===== src/rtl/decade_pkg.sv =====
// Shared definitions for the decade counter controller slice.
package decade_pkg;

    typedef enum logic [1:0] {
        ST_IDLE = 2'd0,
        ST_RUN  = 2'd1,
        ST_HOLD = 2'd2,
        ST_DONE = 2'd3
    } state_t;

    localparam logic [3:0] BCD_MAX = 4'd9;

    // Saturate a nibble to a legal BCD digit.
    function automatic logic [3:0] bcd_clamp(input logic [3:0] nibble);
        return (nibble > BCD_MAX) ? BCD_MAX : nibble;
    endfunction

endpackage


===== src/rtl/bcd_digit.sv =====
// One mod-10 decade of the counter chain.
module bcd_digit
    import decade_pkg::*;
(
    input  logic       clk,
    input  logic       clear,
    input  logic       load0,
    input  logic       en,
    output logic [3:0] q,
    output logic       at_max
);

    assign at_max = (q == BCD_MAX);

    // Digit register: zero on clear/load0, otherwise increment with 9->0 wrap.
    always_ff @(posedge clk) begin
        if (clear || load0) begin
            q <= '0;
        end else if (en) begin
            q <= at_max ? 4'd0 : q + 4'd1;
        end
    end

endmodule


===== src/rtl/decade_count_ctrl.sv =====
// Start/stop/resume/ack sequencer for a chained BCD counter with
// programmable terminal count and prescaled count tick.
module decade_count_ctrl
    import decade_pkg::*;
#(
    parameter int unsigned DIGITS   = 4,
    parameter int unsigned PRESCALE = 1
) (
    input  logic                  clk,
    input  logic                  clear,
    input  logic                  start,
    input  logic                  stop,
    input  logic                  ack,
    input  logic [4*DIGITS-1:0]   limit,
    output logic [4*DIGITS-1:0]   count,
    output logic                  tick,
    output logic                  busy,
    output logic                  done
);

    localparam int unsigned W  = 4 * DIGITS;
    localparam int unsigned PW = $clog2(PRESCALE) + 1;
    localparam logic [PW-1:0] PRE_LAST = PW'(PRESCALE - 1);

    state_t          state;
    state_t          state_nx;
    logic [PW-1:0]   pre;
    logic [W-1:0]    limit_reg;
    logic [W-1:0]    limit_clamped;
    logic [W-1:0]    count_nx;
    logic [DIGITS-1:0] at_max;
    logic [DIGITS-1:0] en;
    logic            tick_int;
    logic            go_idle;
    logic            launch;

    // A stop in the same cycle as start always wins, so launch/resume require !stop.
    assign launch   = (state == ST_IDLE) && start && !stop;
    assign tick_int = (state == ST_RUN) && !stop && (pre == PRE_LAST);
    assign go_idle  = (state == ST_DONE) && ack;

    // Clamp every limit nibble to a legal digit before capture.
    always_comb begin
        limit_clamped = '0;
        for (int unsigned i = 0; i < DIGITS; i++) begin
            limit_clamped[4*i +: 4] = bcd_clamp(limit[4*i +: 4]);
        end
    end

    // Digit chain; count_nx mirrors the digit update so DONE can be entered
    // on the same edge the final value is written.
    assign en[0] = tick_int;
    for (genvar i = 0; i < DIGITS; i++) begin : g_digit
        if (i > 0) begin : g_carry
            assign en[i] = en[i-1] & at_max[i-1];
        end
        assign count_nx[4*i +: 4] = en[i] ? (at_max[i] ? 4'd0 : count[4*i +: 4] + 4'd1)
                                          : count[4*i +: 4];
        bcd_digit u_digit (
            .clk    (clk),
            .clear  (clear),
            .load0  (go_idle),
            .en     (en[i]),
            .q      (count[4*i +: 4]),
            .at_max (at_max[i])
        );
    end

    // State register.
    always_ff @(posedge clk) begin
        if (clear) begin
            state <= ST_IDLE;
        end else begin
            state <= state_nx;
        end
    end

    // Next-state logic.
    always_comb begin
        state_nx = state;
        unique case (state)
            ST_IDLE: begin
                if (launch) begin
                    state_nx = (limit_clamped == '0) ? ST_DONE : ST_RUN;
                end
            end
            ST_RUN: begin
                if (stop) begin
                    state_nx = ST_HOLD;
                end else if (tick_int && (count_nx == limit_reg)) begin
                    state_nx = ST_DONE;
                end
            end
            ST_HOLD: begin
                if (start && !stop) begin
                    state_nx = ST_RUN;
                end
            end
            ST_DONE: begin
                if (ack) begin
                    state_nx = ST_IDLE;
                end
            end
            default: state_nx = ST_IDLE;
        endcase
    end

    // Prescaler: restarts on launch, advances only while running, frozen in HOLD.
    always_ff @(posedge clk) begin
        if (clear || launch) begin
            pre <= '0;
        end else if ((state == ST_RUN) && !stop) begin
            pre <= (pre == PRE_LAST) ? '0 : pre + PW'(1);
        end
    end

    // Terminal count captured once at launch; later limit changes are ignored.
    always_ff @(posedge clk) begin
        if (clear) begin
            limit_reg <= '0;
        end else if (launch) begin
            limit_reg <= limit_clamped;
        end
    end

    // Registered tick pulse, aligned with the count update it reports.
    always_ff @(posedge clk) begin
        if (clear) begin
            tick <= 1'b0;
        end else begin
            tick <= tick_int;
        end
    end

    assign busy = (state == ST_RUN) || (state == ST_HOLD);
    assign done = (state == ST_DONE);

endmodule


===== config.mk =====
export PLATFORM = sky130hd
export DESIGN_NAME = decade_count_ctrl
export DESIGN_NICKNAME = d
export VERILOG_FILES = /design/src/rtl/decade_pkg.sv /design/src/rtl/bcd_digit.sv /design/src/rtl/decade_count_ctrl.sv
export SDC_FILE = /design/constraint.sdc
export NUM_CORES = 1
export LEC_CHECK = 0
export CORE_MARGIN = 1.5
export CORE_UTILIZATION = 68
export CTS_CLUSTER_DIAMETER = 100
export DETAILED_ROUTE_END_ITERATION = 7
export DONT_BUFFER_PORTS = 1
export PLACE_DENSITY = 0.81
export SLEW_MARGIN = 20
export SYNTH_ARGS = -nofsm -noshare
export SYNTH_HDL_FRONTEND = slang
export SYNTH_SLANG_ARGS = --single-unit

===== constraint.sdc =====
create_clock -name clk -period 6.1 [get_ports clk]
set_input_delay 0.915 -clock clk [delete_from_list [all_inputs] [get_ports clk]]
set_output_delay 0.915 -clock clk [all_outputs]
set_load 0.01 [all_outputs]

==> results of run 1 <==
[Yosys cell counts, types with 3 or more instances]
library cell / number
nand4_1: 3
xnor2_1: 6
nor3_1: 8
inv_1: 12
a211oi_1: 3
nand3b_1: 12
a311oi_1: 5
o21ai_0: 8
clkbuf_1: 9
nor2_1: 27
o22ai_1: 3
a22oi_1: 3
nor4_1: 8
nor2b_1: 4
xor2_1: 5
nand2_1: 32
and3b_1: 4
ha_1: 12
nand3_1: 5
nand2b_1: 5
nand4b_1: 3
a21oi_1: 27
dfxtp_1: 35
[metrics by stage]
step / hold slack (ns) / utilization [%] / power [W]
CTS: 0.472 / 74.5 / 0.000543
global route: 0.482 / 74.5 / 0.000574
detailed placement: 0.458 / 72.7 / 0.000416
floorplan: 0.444 / - / 0.000389
global placement: 0.448 / 72.7 / 0.000413
finish: 0.469 / 74.5 / 0.000545
[where the power goes]
part	internal, W	switching [W]
clock network	0.0000534	0.0000795
logic	0.0000620	0.0000830
registers	0.000246	0.0000210
[critical path, delay by kind of cell (launching register included)]
family	cells	cell delay, ns
AND/OR/NAND/NOR	3	1.38
AO/OA/AOI/OAI	5	0.94
flip-flops	1	0.35
adder cells (fa/ha/maj)	1	0.31
buffers and inverters	1	0.10
[logic make-up (layout without fill, tap and decap cells)]
family	count (synthesis)	in the layout	synth area share [%]
AO/OA/AOI/OAI	71	71	21.7
flip-flops	35	35	31.4
multiplexers	1	1	0.448
AND/OR/NAND/NOR	124	124	31.1
adder cells (fa/ha/maj)	12	12	6.72
buffers and inverters	24	19	4.31
XOR/XNOR	11	11	4.31
[layout make-up]
cell class,instances,area share [%]
clock buffers,6,2.24
clock inverters,1,0.218
well taps,44,2.40
flip-flops and latches,35,30.6
inverters,12,1.96
multi-input cells,219,62.6
[final timing paths]
path / startpoint / to / slack [ns] / cells after the start
setup / recovery: state[1]$_SDFFE_PP0P_ / state[1]$_SDFFE_PP0P_ / 2.91 / 10
hold / removal: limit_reg[15]$_SDFFE_PP0P_ / limit_reg[15]$_SDFFE_PP0P_ / 0.47 / 2
setup reg to reg: state[1]$_SDFFE_PP0P_ / state[1]$_SDFFE_PP0P_ / 2.91 / 10
hold reg to reg: limit_reg[15]$_SDFFE_PP0P_ / limit_reg[15]$_SDFFE_PP0P_ / 0.47 / 2
[layer usage]
layer | vias up | wire [µm] | track usage (%)
met2 | 70 | 2270 | 43.6
met3 | 9 | 342 | 7.79
met5 | - | 0 | 0
li1 | 1008 | - | -
met1 | 930 | 2360 | 40.2
met4 | 0 | 87 | 10.5
==> flow_metrics.env, run 1 <==
export IMPL_status="complete, no violations"
export IMPL_report_final_setup_viol=0
export IMPL_synthesis_yosys_warnings=0
export IMPL_wl_per_cell_um=16.0
export IMPL_max_clock_freq_ghz=0.313
export IMPL_cp_start_kind="flop"
export IMPL_final_common_cell="dfxtp_1"
export IMPL_cp_class="flop to flop"
export IMPL_postSynthNetCount=311
export IMPL_die_h_um=60.3
export IMPL_cts_root_buf="clkbuf_4"
export IMPL_totalNegativeSetupSlack_ns=0
export IMPL_fill_cells=260
export IMPL_tritoncts="built"
export IMPL_syn_area_um2=2230
export IMPL_post_layout_nonfiller_instances=317
export IMPL_post_cts_hold_buffer_count=0
export IMPL_finalMaxSlewViolations=0
export IMPL_clockBufferDepth=2
export IMPL_final_setup_skew_ns=0.00873
export IMPL_end_kind="flop"
export IMPL_floorplan_initialDensity_pct=72.6
export IMPL_antenna_cells=0
export IMPL_fp_row_count=20
export IMPL_post_cts_resize_count=0
export IMPL_post_route_cell_area_um2=2290
export IMPL_path_cells="inv_1, ha_1, nor2b_1, nand4_1, o21ai_0, a21oi_1, a2111o_1, or4_4, a221oi_2, a311oi_1"
export IMPL_netlist_top_cell_by_area="dfxtp_1"
export IMPL_post_place_ws_ns=2.81
export IMPL_finalWorstPathRequiredPeriod_ns=3.19
export IMPL_grt_pass1_wl_um=7800
export IMPL_ff_latch_count_synth=35
export IMPL_dp_cells=310
export IMPL_routed_via_density=6.36
export IMPL_global_route_overflow_total=0
export IMPL_layout_cells_most_common_list="35 x dfxtp_1, 32 x nand2_1, 27 x a21oi_1, 27 x nor2_1"
export IMPL_drt_pass1_iterations=4
export IMPL_crit_arrival_ns=3.43
export IMPL_leakagePower_nw=0.785
export IMPL_worst_ir_drop_on_vdd_mv=0.202
export IMPL_crit_path_max_incr_delay_ns=0.56
export IMPL_syn_instance_count=278
export IMPL_hold_crit_path_type="flop to flop"
export IMPL_synthFlopType="dfxtp_1"
export IMPL_dr_first_iter_drc_count=164
export IMPL_power_per_cell_area_nw_per_um2=238
export IMPL_skew_pair_late_insertion_delay_ns=0.35
export IMPL_part_of_the_cycle_the_worst_path_needs_pct=52.3
export IMPL_syn_to_final_growth_pct=2.69
export IMPL_cts_sink_count=35
export IMPL_finalNetCount=306
export IMPL_number_of_antenna_violations_at_the_first_check_in_global_routing=0
export IMPL_fp_coreArea_um2=3080
export IMPL_drive_above_1_share_pct=5.86
export IMPL_numCtsBuffers=5
export IMPL_cts_post_setup_buffers_inserted=0
export IMPL_rsz0062_at_grt="false"
export IMPL_area_occupied_by_multi_input_gates_um2=1440
export IMPL_required_ns=6.34
export IMPL_max_stage_delay_cell_worst_path="or4_4"
export IMPL_setup_ws_ns=2.91
export IMPL_yosysSeqAreaShare_pct=31.4
export IMPL_io_pins=40
export IMPL_footprint_of_the_flip_flops_and_latches_um2=701
export IMPL_vias=2017
export IMPL_gp_routability_congestion=0.906
export IMPL_fp_dieW_um=60.3
export IMPL_routed_wirelength_um=5060
export IMPL_placement_cell_area_um2=2240
export IMPL_critical_path_max_fanout=7
export IMPL_cts_max_level=2
export IMPL_synth_edff_count=0
export IMPL_top_cells_by_area_synth="dfxtp_1 31%, ha_1 6.7%, a21oi_1 6.1%, nand2_1 5.4%, nor2_1 4.5%"
export IMPL_hold_violations=0
export IMPL_io_buffers=0
export IMPL_track_usage_pct=29.1
export IMPL_via_count_of_the_first_global_routing_pass=1704
export IMPL_route_antenna_remaining_nets=0
export IMPL_asyncSetResetFlopFracSynth_pct=0
export IMPL_max_cap_violations=0
export IMPL_postSynthAreaPerCell_um2=8.03
export IMPL_grt_start_max_net_pins=21
export IMPL_worstMarginPinSlew_ns=0.621
export IMPL_detailed_place_hpwl_um=3820
export IMPL_clk_transition_reported_paths_ns=0.11
export IMPL_remaining_drc_errors=0
export IMPL_dieArea_um2=3640
export IMPL_max_slew_margin_rel_pct=58.1
export IMPL_distinct_cell_type_count_after_synthesis=54
export IMPL_synthDominantCellAreaShare_pct=31.4
No activity file was read; power rests on OpenSTA's default activity.
==> inputs of run 2 (changes only) <==
CORE_UTILIZATION = 57   (was 68)
PLACE_DENSITY = 0.72   (was 0.81)
clock period = 2.8 ns   (was 6.1 ns; I/O delays follow)
==> flow_metrics.env, run 2 (same netlist as run 1, synthesis figures left out) <==
export IMPL_status="complete, no violations"
export IMPL_worst_r2r_startpoint="state[1]$_SDFFE_PP0P_"
export IMPL_cp_class="flop to flop"
export IMPL_crit_path_max_incr_delay_ns=0.59
export IMPL_total_power_w=0.00137
export IMPL_max_clock_freq_ghz=0.362
export IMPL_track_usage_pct=29.0
export IMPL_timing_hold_worst_endpoint="tick$_SDFF_PP0_"
export IMPL_drt_pass1_iterations=4
export IMPL_required_ns=2.98
export IMPL_layout_cells_most_common_list="39 x buf_4, 32 x nand2_1, 32 x dfxtp_1, 26 x a21oi_1, 26 x nor2_1"
export IMPL_hp_start="clear"
export IMPL_cp_top_family="simple AND/OR/NAND/NOR gates"
export IMPL_cts_root_buf="clkbuf_8"
export IMPL_antenna_cells=0
export IMPL_rr_worst_depth=11
export IMPL_wl_per_cell_um=17.3
export IMPL_crit_arrival_ns=2.95
export IMPL_io_buffers=0
export IMPL_remaining_drc_errors=0
export IMPL_fp_dieW_um=65.6
export IMPL_final_common_cell="buf_4"
export IMPL_drive_above_1_share_pct=26.7
export IMPL_routed_via_density=6.09
export IMPL_path_cells="inv_2, ha_4, nor2b_4, buf_4, nand2_1, buf_4, o21ai_0, nand4_1, or4_4, a221oi_2, a311oi_1"
export IMPL_rsz0062_at_grt="true"
export IMPL_via_count_of_the_first_global_routing_pass=1997
export IMPL_critical_path_max_fanout=4
export IMPL_hold_violations=0
export IMPL_number_of_antenna_violations_at_the_first_check_in_global_routing=0
export IMPL_placement_cell_area_um2=2470
export IMPL_max_cap_violations=0
export IMPL_critical_path_n_buffers_inverters=3
export IMPL_detailed_place_hpwl_um=4570
export IMPL_gp_routability_congestion=0.943
export IMPL_finalWorstPathRequiredPeriod_ns=2.76
export IMPL_hold_crit_path_type="primary input to flop"
export IMPL_skew_pair_late_insertion_delay_ns=0.30
export IMPL_fp_row_count=22
export IMPL_dr_first_iter_drc_count=171
export IMPL_whs_ns=0.182
export IMPL_io_pins=40
export IMPL_vias=2210
export IMPL_cpMostUsedCell="buf_4"
export IMPL_tritoncts="built"
export IMPL_numCtsBuffers=5
export IMPL_route_antenna_remaining_nets=0
export IMPL_cts_sink_count=35
export IMPL_dieArea_um2=4300
export IMPL_routed_wirelength_um=6290
export IMPL_die_h_um=65.6
export IMPL_setup_reg_to_reg_worst_slack_ns=0.04
export IMPL_global_route_overflow_total=0
export IMPL_end_kind="flop"
export IMPL_power_per_cell_area_nw_per_um2=486
export IMPL_worstMarginPinSlew_ns=0.601
export IMPL_max_stage_delay_cell_worst_path="or4_4"
export IMPL_post_layout_nonfiller_instances=363
export IMPL_part_of_the_cycle_the_worst_path_needs_pct=98.6
export IMPL_finalMaxSlewViolations=0
export IMPL_syn_to_final_growth_pct=26.2
export IMPL_cp_start_kind="flop"
export IMPL_post_route_cell_area_um2=2820
export IMPL_clockBufferDepth=2
export IMPL_timing_hold_worst_path_depth=1
export IMPL_leakagePower_nw=1.03
export IMPL_cts_max_level=2
export IMPL_final_setup_skew_ns=0.00921
export IMPL_floorplan_initialDensity_pct=60.1
export IMPL_grt_start_max_net_pins=21
export IMPL_grt_pass1_wl_um=9510
export IMPL_fp_coreArea_um2=3720
export IMPL_worstReg2RegEnd="state[1]$_SDFFE_PP0P_"
export IMPL_dp_cells=344
export IMPL_clk_transition_reported_paths_ns=0.08
export IMPL_finalNetCount=347
export IMPL_worst_ir_drop_on_vdd_mv=0.355
export IMPL_max_slew_margin_rel_pct=59.9
export IMPL_report_final_setup_viol=0
run 2: area by class of cell:
class	instances	area, µm²
repair buffers	41	315
flip-flops and latches	35	704
clock inverters	3	20.0
inverters	12	45.0
well taps	48	60.1
fillers	312	897
multi-input cells	219	1610
clock buffers	5	68.8
run 2: per-layer routing:
layer / global-route usage [%] / up-vias / wire length [µm]
li1: - / 1089 / -
met2: 47.2 / 81 / 2990
met1: 38.2 / 1032 / 2860
met3: 5.82 / 8 / 342
met4: 9.90 / 0 / 96
met5: 0 / - / 0
run 2: worst reg2reg max path, stage by stage (launching register included):
cell      delay [ns]
dfxtp_1         0.34
inv_2           0.08
ha_4            0.17
nor2b_4         0.22
buf_4           0.16
nand2_1         0.06
buf_4           0.15
o21ai_0         0.39
nand4_1         0.17
or4_4           0.59
a221oi_2        0.27
a311oi_1        0.06
run 2: worst max path at each step:
stage | from | to | slack, ns | cells after the start
3_5_place_dp | state[1]$_SDFFE_PP0P_ | state[1]$_SDFFE_PP0P_ | -0.07 | 10
5_1_grt | g_digit[1].u_digit.q[1]$_SDFF_PP0_ | state[1]$_SDFFE_PP0P_ | -0.06 | 11
4_1_cts | g_digit[0].u_digit.q[1]$_SDFF_PP0_ | state[1]$_SDFFE_PP0P_ | 0.0007 | 10
3_3_place_gp | state[1]$_SDFFE_PP0P_ | state[1]$_SDFFE_PP0P_ | 0.03 | 10
2_1_floorplan | g_digit[1].u_digit.q[0]$_SDFF_PP0_ | state[1]$_SDFFE_PP0P_ | 0.001 | 9
6_report | state[1]$_SDFFE_PP0P_ | state[1]$_SDFFE_PP0P_ | 0.04 | 11
run 2: stage by stage:
step | utilization [%] | TNS [ns] | setup WS, ns
global route | 75.9 | -0.0578 | -0.0578
finish | 75.9 | 0 | 0.0379
CTS | 70.5 | 0 | 0.000688
global placement | 66.6 | 0 | 0.0319
floorplan | - | 0 | 0.00121
detailed placement | 66.6 | -0.0694 | -0.0694
run 2: timing repair:
action | 4_1_cts | 5_1_grt
pin swaps | 2 | 15
gates resized for setup | 9 | 29
endpoints found under the setup margin | 1 | 2
hold buffers | 0 | 0
buffers inserted | 2 | 9
run 2: power by group:
| part | internal [W] | switching, W | total [W] |
|---|---|---|---|
| combinational | 0.000189 | 0.000222 | 0.000411 |
| clock | 0.000173 | 0.000205 | 0.000378 |
| sequential | 0.000537 | 0.0000436 | 0.000580 |
==> inputs of run 3 (changes only) <==
--- a/config.mk
+++ b/config.mk
@@ -11,4 +11,5 @@
 export DETAILED_ROUTE_END_ITERATION = 7
 export DONT_BUFFER_PORTS = 1
+export GPL_TIMING_DRIVEN = 0
 export PLACE_DENSITY = 0.72
 export SLEW_MARGIN = 20
@@ -16,2 +17,3 @@
 export SYNTH_HDL_FRONTEND = slang
 export SYNTH_SLANG_ARGS = --single-unit
+export TNS_END_PERCENT = 100
==> constraint.sdc (replaced) <==
create_clock -name clk -period 2.8 [get_ports clk]
set_input_delay 0.84 -clock clk [delete_from_list [all_inputs] [get_ports clk]]
set_output_delay 0.84 -clock clk [all_outputs]
set_load 0.01 [all_outputs]
==> flow_metrics.env, run 3 (same netlist as run 1, synthesis figures left out) <==
export IMPL_hold_crit_path_type="flop to flop"
export IMPL_crit_path_max_incr_delay_ns=0.60
export IMPL_required_ns=2.96
export IMPL_vias=2184
export IMPL_post_layout_nonfiller_instances=344
export IMPL_end_kind="flop"
export IMPL_numCtsBuffers=5
export IMPL_clockBufferDepth=2
export IMPL_path_cells="nand2b_2, buf_8, nor4_4, a311oi_2, a311oi_2, o2111ai_1, or4_4, a221oi_2, a311oi_1"
export IMPL_whs_ns=0.468
export IMPL_routed_via_density=6.35
export IMPL_placement_cell_area_um2=2320
export IMPL_tritoncts="built"
export IMPL_dieArea_um2=4300
export IMPL_route_antenna_remaining_nets=0
export IMPL_dr_first_iter_drc_count=164
export IMPL_gp_routability_congestion=0.890
export IMPL_final_common_cell="nand2_1"
export IMPL_cts_sink_count=35
export IMPL_global_route_overflow_total=0
export IMPL_cp_top_family="simple AND/OR/NAND/NOR gates"
export IMPL_fp_row_count=22
export IMPL_leakagePower_nw=0.901
export IMPL_final_setup_skew_ns=0.00656
export IMPL_critical_path_n_buffers_inverters=1
export IMPL_number_of_antenna_violations_at_the_first_check_in_global_routing=0
export IMPL_cts_root_buf="clkbuf_8"
export IMPL_worst_ir_drop_on_vdd_mv=0.432
export IMPL_antenna_cells=0
export IMPL_grt_start_max_net_pins=13
export IMPL_io_buffers=0
export IMPL_post_place_ws_ns=-0.357
export IMPL_max_stage_delay_cell_worst_path="or4_4"
export IMPL_wl_per_cell_um=17.3
export IMPL_hold_violations=0
export IMPL_part_of_the_cycle_the_worst_path_needs_pct=99.2
export IMPL_setup_ws_ns=0.0210
export IMPL_cts_max_level=2
export IMPL_routed_wirelength_um=5950
export IMPL_drt_pass1_iterations=5
export IMPL_max_cap_violations=0
export IMPL_via_count_of_the_first_global_routing_pass=1987
export IMPL_worstMarginPinSlew_ns=0.567
export IMPL_cpMostUsedCell="a311oi_2"
export IMPL_finalWorstPathRequiredPeriod_ns=2.78
export IMPL_floorplan_initialDensity_pct=60.1
export IMPL_report_final_setup_viol=0
export IMPL_detailed_place_hpwl_um=4180
export IMPL_skew_pair_late_insertion_delay_ns=0.30
export IMPL_totalNegativeSetupSlack_ns=0
export IMPL_power_per_cell_area_nw_per_um2=511
export IMPL_syn_to_final_growth_pct=17.6
export IMPL_remaining_drc_errors=0
export IMPL_dp_cells=326
export IMPL_track_usage_pct=28.9
export IMPL_layout_cells_most_common_list="32 x nand2_1, 27 x nor2_1, 27 x dfxtp_1, 26 x a21oi_1, 13 x buf_4"
export IMPL_grt_pass1_wl_um=9330
export IMPL_max_clock_freq_ghz=0.360
export IMPL_critical_path_max_fanout=10
export IMPL_fp_dieW_um=65.6
export IMPL_post_route_cell_area_um2=2630
export IMPL_clk_transition_reported_paths_ns=0.07
export IMPL_fp_coreArea_um2=3720
export IMPL_crit_arrival_ns=2.94
export IMPL_drive_above_1_share_pct=18.9
export IMPL_post_cts_hold_buffer_count=0
export IMPL_finalMaxSlewViolations=0
export IMPL_finalNetCount=328
export IMPL_max_slew_margin_rel_pct=62.2
export IMPL_cp_class="primary input to flop"
export IMPL_rsz0062_at_grt="true"
export IMPL_cp_start_kind="primary input"
export IMPL_status="complete, no violations"
export IMPL_die_h_um=65.6
export IMPL_io_pins=40
## run 3: timing repair
item / in CTS / in global routing
gates resized for setup: 24 / 11
pin swaps: 6 / 6
gates cloned: 0 / 0
buffers inserted: 9 / 3
setup endpoints to repair: 2 / 2
## run 3: worst paths after layout
check | start | to | slack, ns | cells past startpoint
setup reg to reg | g_digit[1].u_digit.q[3]$_SDFF_PP0_ | state[1]$_SDFFE_PP0P_ | 0.03 | 8
setup / recovery | stop | state[1]$_SDFFE_PP0P_ | 0.02 | 9
hold reg to reg | limit_reg[1]$_SDFFE_PP0P_ | limit_reg[1]$_SDFFE_PP0P_ | 0.47 | 2
hold / removal | limit_reg[1]$_SDFFE_PP0P_ | limit_reg[1]$_SDFFE_PP0P_ | 0.47 | 2
## run 3: metal layers
| metal | track usage [%] | wire (µm) |
|---|---|---|
| met1 | 39.2 | 2680 |
| met5 | 0 | 0 |
| met2 | 46.3 | 2690 |
| met4 | 8.33 | 104 |
| met3 | 5.99 | 476 |
## run 3: power by group
group          switching (W)  internal [W]  total, W
Sequential         0.0000508      0.000536  0.000587
Combinational       0.000210      0.000170  0.000380
Clock               0.000204      0.000173  0.000377
Total               0.000464      0.000879   0.00134
## run 3: worst reg2reg max path, stage by stage, from the launching register on
cell	delay (ns)
dfxtp_1	0.58
and3b_2	0.41
nand3_4	0.15
a21oi_4	0.20
xnor2_1	0.08
a2111o_1	0.38
or4_4	0.53
a221oi_2	0.23
a311oi_1	0.07
## run 3: cell type report
type	instances	area [µm²]
Buffer	10	56.3
Clock inverter	3	20.0
Sequential cell	35	721
Inverter	12	45.0
Clock buffer	5	68.8
Multi-Input combinational cell	219	1570
Timing Repair Buffer	12	87.6
Fill cell	293	1090
Tap cell	48	60.1
## run 3: stage by stage
step / utilization, % / power, W
after floorplan: - / 0.000854
after global routing: 70.7 / 0.00142
final: 70.7 / 0.00134
after CTS: 68.9 / 0.00134
after global placement: 62.5 / 0.000925
after detailed placement: 62.5 / 0.000931
